--- src/rtl/oam_dma_bus.sv ---
// oam_dma_bus: memory-port front end for the sm83 core.
// Contains the OAM DMA engine (triggered by a write to 0xFF46), the HRAM
// (0xFF80-0xFFFE) and the arbiter for the single system memory port.
// Optional macro OAM_DMA_BLOCK_EN: when defined, the DMA owns the port for
// the whole transfer and the CPU is locked out of everything except HRAM
// and 0xFF46. When it is undefined, CPU accesses steal the port and stall
// the DMA for that cycle.
module oam_dma_bus #(
  parameter int DMA_LEN     = 160,
  parameter int START_DELAY = 1
) (
  input  logic        clk,
  input  logic        rst,
  input  logic [15:0] cpu_addr,
  input  logic [7:0]  cpu_d_out,
  input  logic        cpu_write,
  output logic [7:0]  cpu_d_in,
  output logic [15:0] mem_addr,
  output logic [7:0]  mem_wdata,
  output logic        mem_write,
  input  logic [7:0]  mem_rdata,
  output logic        dma_active
);

  localparam logic [1:0] S_IDLE  = 2'd0;
  localparam logic [1:0] S_DELAY = 2'd1;
  localparam logic [1:0] S_RD    = 2'd2;
  localparam logic [1:0] S_WR    = 2'd3;

  localparam logic [7:0] LAST_IDX  = 8'(DMA_LEN - 1);
  localparam logic [7:0] DELAY_INI = 8'(START_DELAY);

  logic [1:0] state_q, state_d;
  logic [7:0] page_q, page_d;
  logic [7:0] index_q, index_d;
  logic [7:0] dly_q, dly_d;
  logic [7:0] buf_q, buf_d;
  logic       buf_vld_q, buf_vld_d;
  logic       rsel_mem_q, rsel_mem_d;
  logic [7:0] rdata_q, rdata_d;
  logic [7:0] hram_q [0:127];

  logic       is_hram, is_dma_reg, is_int;
  logic       dma_busy, xfer, cpu_steal, cpu_blocked, dma_port, trigger;
  logic [7:0] src_page, dma_wdata;

  // Address decode, arbitration and effective source page.
  always_comb begin
    is_hram    = (cpu_addr >= 16'hFF80) && (cpu_addr != 16'hFFFF);
    is_dma_reg = (cpu_addr == 16'hFF46);
    is_int     = is_hram | is_dma_reg;
    dma_busy   = (state_q != S_IDLE);
    xfer       = (state_q == S_RD) || (state_q == S_WR);
`ifdef OAM_DMA_BLOCK_EN
    cpu_steal   = 1'b0;
    cpu_blocked = dma_busy & ~is_int;
`else
    cpu_steal   = xfer & ~is_int;
    cpu_blocked = 1'b0;
`endif
    dma_port  = xfer & ~cpu_steal;
    trigger   = cpu_write & is_dma_reg;
    src_page  = (page_q >= 8'hE0) ? (page_q - 8'h20) : page_q;
    dma_wdata = buf_vld_q ? buf_q : mem_rdata;
  end

  // Memory port mux: CPU pass-through unless the DMA owns this cycle.
  always_comb begin
    mem_addr  = cpu_addr;
    mem_wdata = cpu_d_out;
    mem_write = cpu_write & ~is_int & ~cpu_blocked;
    if (dma_port) begin
      if (state_q == S_RD) begin
        mem_addr  = {src_page, index_q};
        mem_write = 1'b0;
      end else begin
        mem_addr  = 16'hFE00 + {8'h00, index_q};
        mem_wdata = dma_wdata;
        mem_write = 1'b1;
      end
    end
  end

  // DMA sequencing; a stalled WR keeps the byte fetched by its RD in a buffer
  // because the following cycle's read data belongs to the CPU access.
  always_comb begin
    state_d   = state_q;
    page_d    = page_q;
    index_d   = index_q;
    dly_d     = dly_q;
    buf_d     = buf_q;
    buf_vld_d = buf_vld_q;
    case (state_q)
      S_DELAY: begin
        if (dly_q <= 8'd1) state_d = S_RD;
        else               dly_d   = dly_q - 8'd1;
      end
      S_RD: begin
        buf_vld_d = 1'b0;
        if (dma_port) state_d = S_WR;
      end
      S_WR: begin
        if (dma_port) begin
          buf_vld_d = 1'b0;
          if (index_q == LAST_IDX) begin
            state_d = S_IDLE;
          end else begin
            index_d = index_q + 8'd1;
            state_d = S_RD;
          end
        end else if (!buf_vld_q) begin
          buf_d     = mem_rdata;
          buf_vld_d = 1'b1;
        end
      end
      default: ;
    endcase
    if (trigger) begin
      page_d    = cpu_d_out;
      index_d   = 8'h00;
      buf_vld_d = 1'b0;
      dly_d     = DELAY_INI;
      state_d   = (START_DELAY == 0) ? S_RD : S_DELAY;
    end
  end

  // CPU read path: internal regions are captured here, memory data is
  // taken straight from the synchronous memory output the next cycle.
  always_comb begin
    rsel_mem_d = ~is_int & ~cpu_blocked;
    rdata_d    = 8'hFF;
    if (is_hram)         rdata_d = hram_q[cpu_addr[6:0]];
    else if (is_dma_reg) rdata_d = page_q;
  end

  // State registers with asynchronous reset.
  always_ff @(posedge clk or posedge rst) begin
    if (rst) begin
      state_q    <= S_IDLE;
      page_q     <= 8'h00;
      index_q    <= 8'h00;
      dly_q      <= 8'h00;
      buf_q      <= 8'h00;
      buf_vld_q  <= 1'b0;
      rsel_mem_q <= 1'b0;
      rdata_q    <= 8'hFF;
    end else begin
      state_q    <= state_d;
      page_q     <= page_d;
      index_q    <= index_d;
      dly_q      <= dly_d;
      buf_q      <= buf_d;
      buf_vld_q  <= buf_vld_d;
      rsel_mem_q <= rsel_mem_d;
      rdata_q    <= rdata_d;
    end
  end

  // HRAM storage, writable by the CPU at any time and never reset.
  always_ff @(posedge clk) begin
    if (cpu_write && is_hram) hram_q[cpu_addr[6:0]] <= cpu_d_out;
  end

  assign cpu_d_in   = rsel_mem_q ? mem_rdata : rdata_q;
  assign dma_active = dma_busy;

endmodule

--- config.mk ---
export PLATFORM = sky130hd
export DESIGN_NAME = oam_dma_bus
export DESIGN_NICKNAME = d
export VERILOG_FILES = /design/src/rtl/oam_dma_bus.sv
export SDC_FILE = /design/constraint.sdc
export NUM_CORES = 1
export LEC_CHECK = 0
export ABC_AREA = 1
export CAP_MARGIN = 20
export CORE_MARGIN = 2
export CORE_UTILIZATION = 25
export DETAILED_ROUTE_END_ITERATION = 6
export SLEW_MARGIN = 20
export SYNTH_ARGS = -nofsm -noshare
export SYNTH_HDL_FRONTEND = slang
export SYNTH_SLANG_ARGS = --single-unit
--- constraint.sdc ---
create_clock -name clk -period 3.1 [get_ports clk]
set_clock_uncertainty 0.2 [all_clocks]
set_input_delay 0.62 -clock clk [delete_from_list [all_inputs] [get_ports clk]]
set_output_delay 0.62 -clock clk [all_outputs]
set_load 0.01 [all_outputs]
==> results of run 1 <==
[metrics by stage]
stage	hold WS [ps]	setup TNS [ps]	worst slack, ps	utilization (%)
final	69.8	0	53.0	30.2
after detailed placement	272	-408540	-946	28.4
after floorplan	246	0	360	-
after global placement	268	-396340	-898	28.4
after CTS	83.3	0	3.71	30.1
after global routing	76.6	-251	-43.1	30.2
[where the power goes]
part	total (mW)	switching (mW)	internal [mW]	leakage, nW
registers	16.1	0.117	15.9	9.72
logic	2.72	1.81	0.913	12.6
clock network	12.0	5.35	6.60	1.54
total	30.7	7.28	23.5	23.9
[layout make-up]
class,count,area (um2),area share [%]
sequential,1068,31900,56.3
multi-input combinational,2613,11400,20.1
timing repair buffer,413,3960,7.00
tap,2495,3120,5.51
inverter,826,3120,5.50
clock buffer,139,2800,4.94
clock inverter,57,395,0.698
timing repair inverter,1,16.3,0.0287
antenna,3,7.51,0.0133
[sequential cells by signal (all words and copies together), names as in the netlist]
register	count
buf_q	8
dly_q	8
rdata_q	8
index_q	8
state_q	2
buf_vld_q	1
page_q	8
rsel_mem_q	1
hram_q	1024
[synth_stat cells (all sizes together) (6+ instances only)]
| cell type | n |
|---|---|
| nand2 | 1260 |
| dfrtp | 36 |
| clkbuf | 38 |
| inv | 826 |
| nand3 | 444 |
| buf | 165 |
| or2 | 120 |
| o21ai | 92 |
| o211ai | 16 |
| mux2 | 8 |
| mux2i | 8 |
| nor2 | 606 |
| edfxtp | 1024 |
| ha | 8 |
| a21oi | 12 |
| o21a | 6 |
| dfstp | 8 |
[final timing paths]
path                            slack, ps  cells past startpoint               startpoint                     end
min in group asynchronous             100                      3                      rst    buf_q[3]$_DFFE_PP0P_
worst max register to register        990                     12  hram_q[64][6]$_DFFE_PP_    rdata_q[6]$_DFF_PP1_
worst max-delay path                   50                     10   state_q[1]$_DFFE_PP0P_            mem_wdata[2]
worst min register to register        280                      1     dly_q[5]$_DFFE_PP0P_    dly_q[5]$_DFFE_PP0P_
worst min-delay path                   70                      1             cpu_d_out[0]  hram_q[5][0]$_DFFE_PP_
max in group asynchronous            2300                      3                      rst  state_q[1]$_DFFE_PP0P_
[worst max-delay path: stages (launching register included)]
cell and delay, ps:
dfrtp_2 440, ha_2 210, nor2_4 140, inv_4 60, nand2_4 90, nor2_4 50
buf_12 120, inv_8 100, nand2_1 70, o21ai_1 90, buf_2 160
[cell families (layout without fill, tap and decap cells)]
family                     Yosys count  count (layout)  share of synthesized area (%)
AOI/OAI and AO/OA                  132             132                           1.55
buffers and inverters             1029            1436                           8.86
other                                1              11                        0.00793
muxes                               16              16                          0.360
and+or+nand+nor                   2443            2443                           21.5
DFF                               1068            1068                           67.4
adders and majority gates            8               8                          0.212
xor gates and xnor gates             6               6                          0.111
[per-layer routing]
layer  vias to the layer above  part of all wire [%]  track usage [%]
met3                       195                   5.7             1.32
li1                      15600                     -                -
met2                       913                    48             22.2
met1                     15100                    44             17.4
met5                         -                     0                0
met4                         0                   3.2             4.32
[cells in the final DEF (no fill, tap or decap), drive strengths merged, types with 3 or more instances in the layout]
cell,synthesis,final
o21a,6,6
nand2,1260,1260
inv,826,829
clkinv,0,46
o21ai,92,92
diode,0,3
clkinvlp,0,6
buf,165,366
a21oi,12,12
nand3,444,444
ha,8,8
nor3,4,4
nand4,5,5
dlygate4sd2,0,12
conb,1,8
clkdlybuf4s15,0,9
dfrtp,36,36
xor2,5,5
nor4,3,3
or2,120,120
dfstp,8,8
o211ai,16,16
nor2,606,606
clkbuf,38,145
clkdlybuf4s50,0,19
bufinv,0,3
mux2,8,8
mux2i,8,8
edfxtp,1024,1024
[timing repair]
item / in CTS / in global routing
buffers inserted: 12 / 4
gates resized for setup: 111 / 30
pin swaps: 14 / 12
endpoints found under the setup margin: 26 / 25
hold endpoints to repair: 0 / 0
gates cloned: 1 / 0
==> impl_metrics.ini, run 1 <==
[logic_synthesis]
ys_top_cells_by_area = edfxtp_1 (65%), nand2_1 (9.9%), inv_1 (6.5%), nor2_1 (4.8%), nand3_1 (4.7%)
ys_types = 45
ys_seq_elements = 1068
syn-cell-area_mm2 = 0.0473
syn_inst = 4703
yosys_warnings = 0
syn-mean-instance-area_um2 = 10.1
synth_top_flop_cell = edfxtp_1
ys_seq_area_share_pct = 67.4
synth_edf_count = 1024
yosysTopAreaCell = edfxtp_1
netlist.area_leader.share_pct = 65.0
synth-async-reset-ratio_pct = 4.12

[sta]
fmax_ghz = 0.328
finalMaxSlewViolations = 0
period_share_pct = 98.3
worst_slew_pin_slew_ps = 789
hold_viol = 0
timing.final.crit_period_ps = 3050
rsz0062_at_grt = yes
setup_viol_count_final = 0
maxSlewHeadroom_pct = 47.4

[drt]
dr.pass1.iters = 7
drt_wl_total_mm = 128
viasPerCell = 4.18
wl_per_cell_um = 16.8
via_count = 31800
route.detailed.drc = 16
dr.first_iter.drc_count = 2715
ant_nets = 0

[floorplanning]
io_pins = 69
dieHeight_um = 439
die_w_um = 439
rows = 159
die-area_mm2 = 0.193
initial_core_util_pct = 25.2
coreArea_mm2 = 0.188

[cells_and_area]
final_nets = 5072
design_area_mm2 = 0.0566
area_growth_pct = 19.8
stdcell_count = 7615
drive_gt1_share_pct = 13.4
fillers = 19200

[power_and_ir_drop]
total_power_mw = 30.7
ir_drop_v = 0.000435
pwr_density_cell_mw_per_mm2 = 542
leakage_nw = 23.9

[critical_path]
critical_path_class = flip-flop to output pin
required_ps = 2280
cp.arrival_ps = 2230
setup.worst_path.end_class = output pin
startpoint_type = flip-flop
crit_fanout = 9

[min_path]
hold_class = input pin to flip-flop

[placed_design]
dpl_cell_area_mm2 = 0.0533
place_hpwl_mm = 82.4
gp_congestion = 0.850
dp.cells = 7401
io_buffers = 68

[cts]
htreeDepth = 3
hold_buffers = 0
insertion_delay_ps = 690
clock-sinks = 1068
cts_buffers = 106
cts-root-buf = clkbuf_16
cts.clk_slew.worst_paths_ps = 60
cts_tree = yes
cts_buffer_depth = 3

[global_routing]
grt_max_degree = 130
first_global_vias = 30700
overflow = 0
antenna_found_initial = 5
grt_pass1_wl_mm = 191
grt.total_usage_pct = 13.1

[outcome]
status = finished with violations
violations = design-rule violations

[run]
maxCapViolations = 0
(Power assumes the default switching activity.)
==> inputs of run 2 (changes only) <==
--- a/config.mk
+++ b/config.mk
@@ -10,6 +10,7 @@
 export CORE_MARGIN = 2
 export CORE_UTILIZATION = 25
 export DETAILED_ROUTE_END_ITERATION = 6
+export REMOVE_ABC_BUFFERS = 1
 export SLEW_MARGIN = 20
 export SYNTH_ARGS = -nofsm -noshare
 export SYNTH_HDL_FRONTEND = slang
==> run 2 against run 1 <==
Compared with the run above: the flow still finishes with violations (design-rule violations); count of clock-buffer cells in the layout fell by 7; final cell count fell by 0.30%; clock power rose by 8%; critical path type unchanged; highest routed layer unchanged.
==> impl_metrics.ini, run 2 (synthesis gave the netlist of run 1 again) <==
[cts]
cts_tree = yes
hold_buffers = 0
htreeDepth = 3
cts_buffer_depth = 3
cts-root-buf = clkbuf_16
cts.clk_slew.worst_paths_ps = 60
cts_buffers = 109
insertion_delay_ps = 690
clock-sinks = 1068

[power_and_ir_drop]
seqPwrFrac_pct = 50.8
internal_power_mw = 24.3
swShare_pct = 23.2
pwr_density_cell_mw_per_mm2 = 557
p_comb_share_pct = 8.2
leakage_nw = 24.0
p_clk_share_pct = 41.0
switchingPower_mw = 7.34
ir_drop_v = 0.000440

[critical_path]
crit_fanout = 5
cp_top_family = buffers and inverters
cp.arrival_ps = 2210
reg2regPathDepth = 12
path_depth = 10
reg2reg_slack_ps = 750
cp_slowest_cell = dfrtp_1
crit_buf_inv = 5
required_ps = 2280
path_common_cell = inv_2
startpoint_type = flip-flop
crit_chain = inv_2 -> ha_4 -> nor2_2 -> inv_2 -> nand2_4 -> buf_6 -> buf_16 -> nand2_1 -> o21ai_1 -> buf_2
slowest_delay_ps = 400
rr_startpoint = hram_q[120][4]$_DFFE_PP_
rr_endpoint = rdata_q[4]$_DFF_PP1_
setup.worst_path.end_class = output pin
critical_path_class = flip-flop to output pin

[global_routing]
grt.total_usage_pct = 13.2
overflow = 0
grt_max_degree = 111
grt_pass1_wl_mm = 194
antenna_found_initial = 2
first_global_vias = 31300

[run]
maxCapViolations = 0

[cells_and_area]
fin_util_pct = 30.2
drive_gt1_share_pct = 13.8
design_area_mm2 = 0.0568
mostFrequentLayoutCells = nand2_1 (1,240), edfxtp_1 (1,024), inv_1 (815)
area_growth_pct = 20.1
largest_reg_flops = 1024
final_nets = 5055
layout_commonest_cell = nand2_1

[placed_design]
dpl_cell_area_mm2 = 0.0531
place_hpwl_mm = 81.0
io_buffers = 68
gp_congestion = 0.852

[sta]
timing.final.crit_period_ps = 3030
worst_slew_pin_slew_ps = 846
setup_viol_count_final = 0
finalSetupTns_ps = 0
period_share_pct = 97.8
rsz0062_at_grt = yes
fmax_ghz = 0.330
hold_ws_ps = 124
finalMaxSlewViolations = 0
hold_viol = 0
maxSlewHeadroom_pct = 43.6

[min_path]
min_from = cpu_d_out[7]
hold_depth = 1
hold_path_end = hram_q[52][7]$_DFFE_PP_
hold_class = input pin to flip-flop

[drt]
wl_per_cell_um = 17.0
dr.pass1.iters = 7
highest_layer = met4
wl_met2_mm = 61.0
ant_nets = 0
drt_wl_total_mm = 129
viasPerCell = 4.22
dr.first_iter.drc_count = 2911
wl_met3_mm = 7.69
via_count = 32000
route.detailed.drc = 11
wl_met1_mm = 56.4

[floorplanning]
io_pins = 69
rows = 159
coreArea_mm2 = 0.188
die-area_mm2 = 0.193
dieHeight_um = 439
initial_core_util_pct = 25.2
die_w_um = 439

[outcome]
violations = design-rule violations
status = finished with violations
-- run 2: worst max path at each step --
stage | start | to | slack (ps)
global route | state_q[0]$_DFFE_PP0P_ | mem_addr[7] | -60
detailed placement | cpu_addr[15] | mem_wdata[4] | -700
CTS | state_q[0]$_DFFE_PP0P_ | mem_wdata[6] | 0.07
global placement | cpu_addr[15] | mem_wdata[4] | -750
floorplan | cpu_addr[2] | hram_q[0][0]$_DFFE_PP_ | -3580
finish | state_q[0]$_DFFE_PP0P_ | mem_addr[7] | 70
-- run 2: repair_timing --
| action | in CTS | in global routing |
|---|---|---|
| endpoints found under the setup margin | 25 | 25 |
| buffers inserted | 11 | 3 |
| pin swaps | 13 | 14 |
| resized for setup | 175 | 28 |
| cloned | 3 | 0 |
-- run 2: stage by stage --
step                std cells  setup WS, ps  power (mW)
floorplan                4507         -3580        17.5
global placement         7379          -748        18.9
detailed placement       7379          -700        18.9
CTS                      7588        0.0653        31.9
global route             7592         -58.5        32.7
finish                   7592          69.3        31.6
-- run 2: final cells by class --
cell class	count	area (um2)
Clock buffer	132	2840
Inverter	826	3110
Clock inverter	63	653
Multi-Input combinational cell	2613	11400
Timing Repair Buffer	394	3770
Tap cell	2495	3120
Sequential cell	1068	31900
Antenna cell	1	2.50
Fill cell	19200	131000
-- run 2: routing by layer --
metal  vias to the layer above  GRT usage [%]
li1                      15500              -
met1                     15400           17.7
met2                       945           22.1
met3                       189           1.54
met4                         0           4.55
met5                         -              0
-- run 2: power groups by stage --
stage	logic [mW]	clock network, mW	registers, mW
floorplan	1.20	0	16.3
global placement	2.52	0	16.4
detailed placement	2.54	0	16.4
CTS	2.59	13.2	16.1
global route	2.88	13.7	16.1
finish	2.61	13.0	16.1
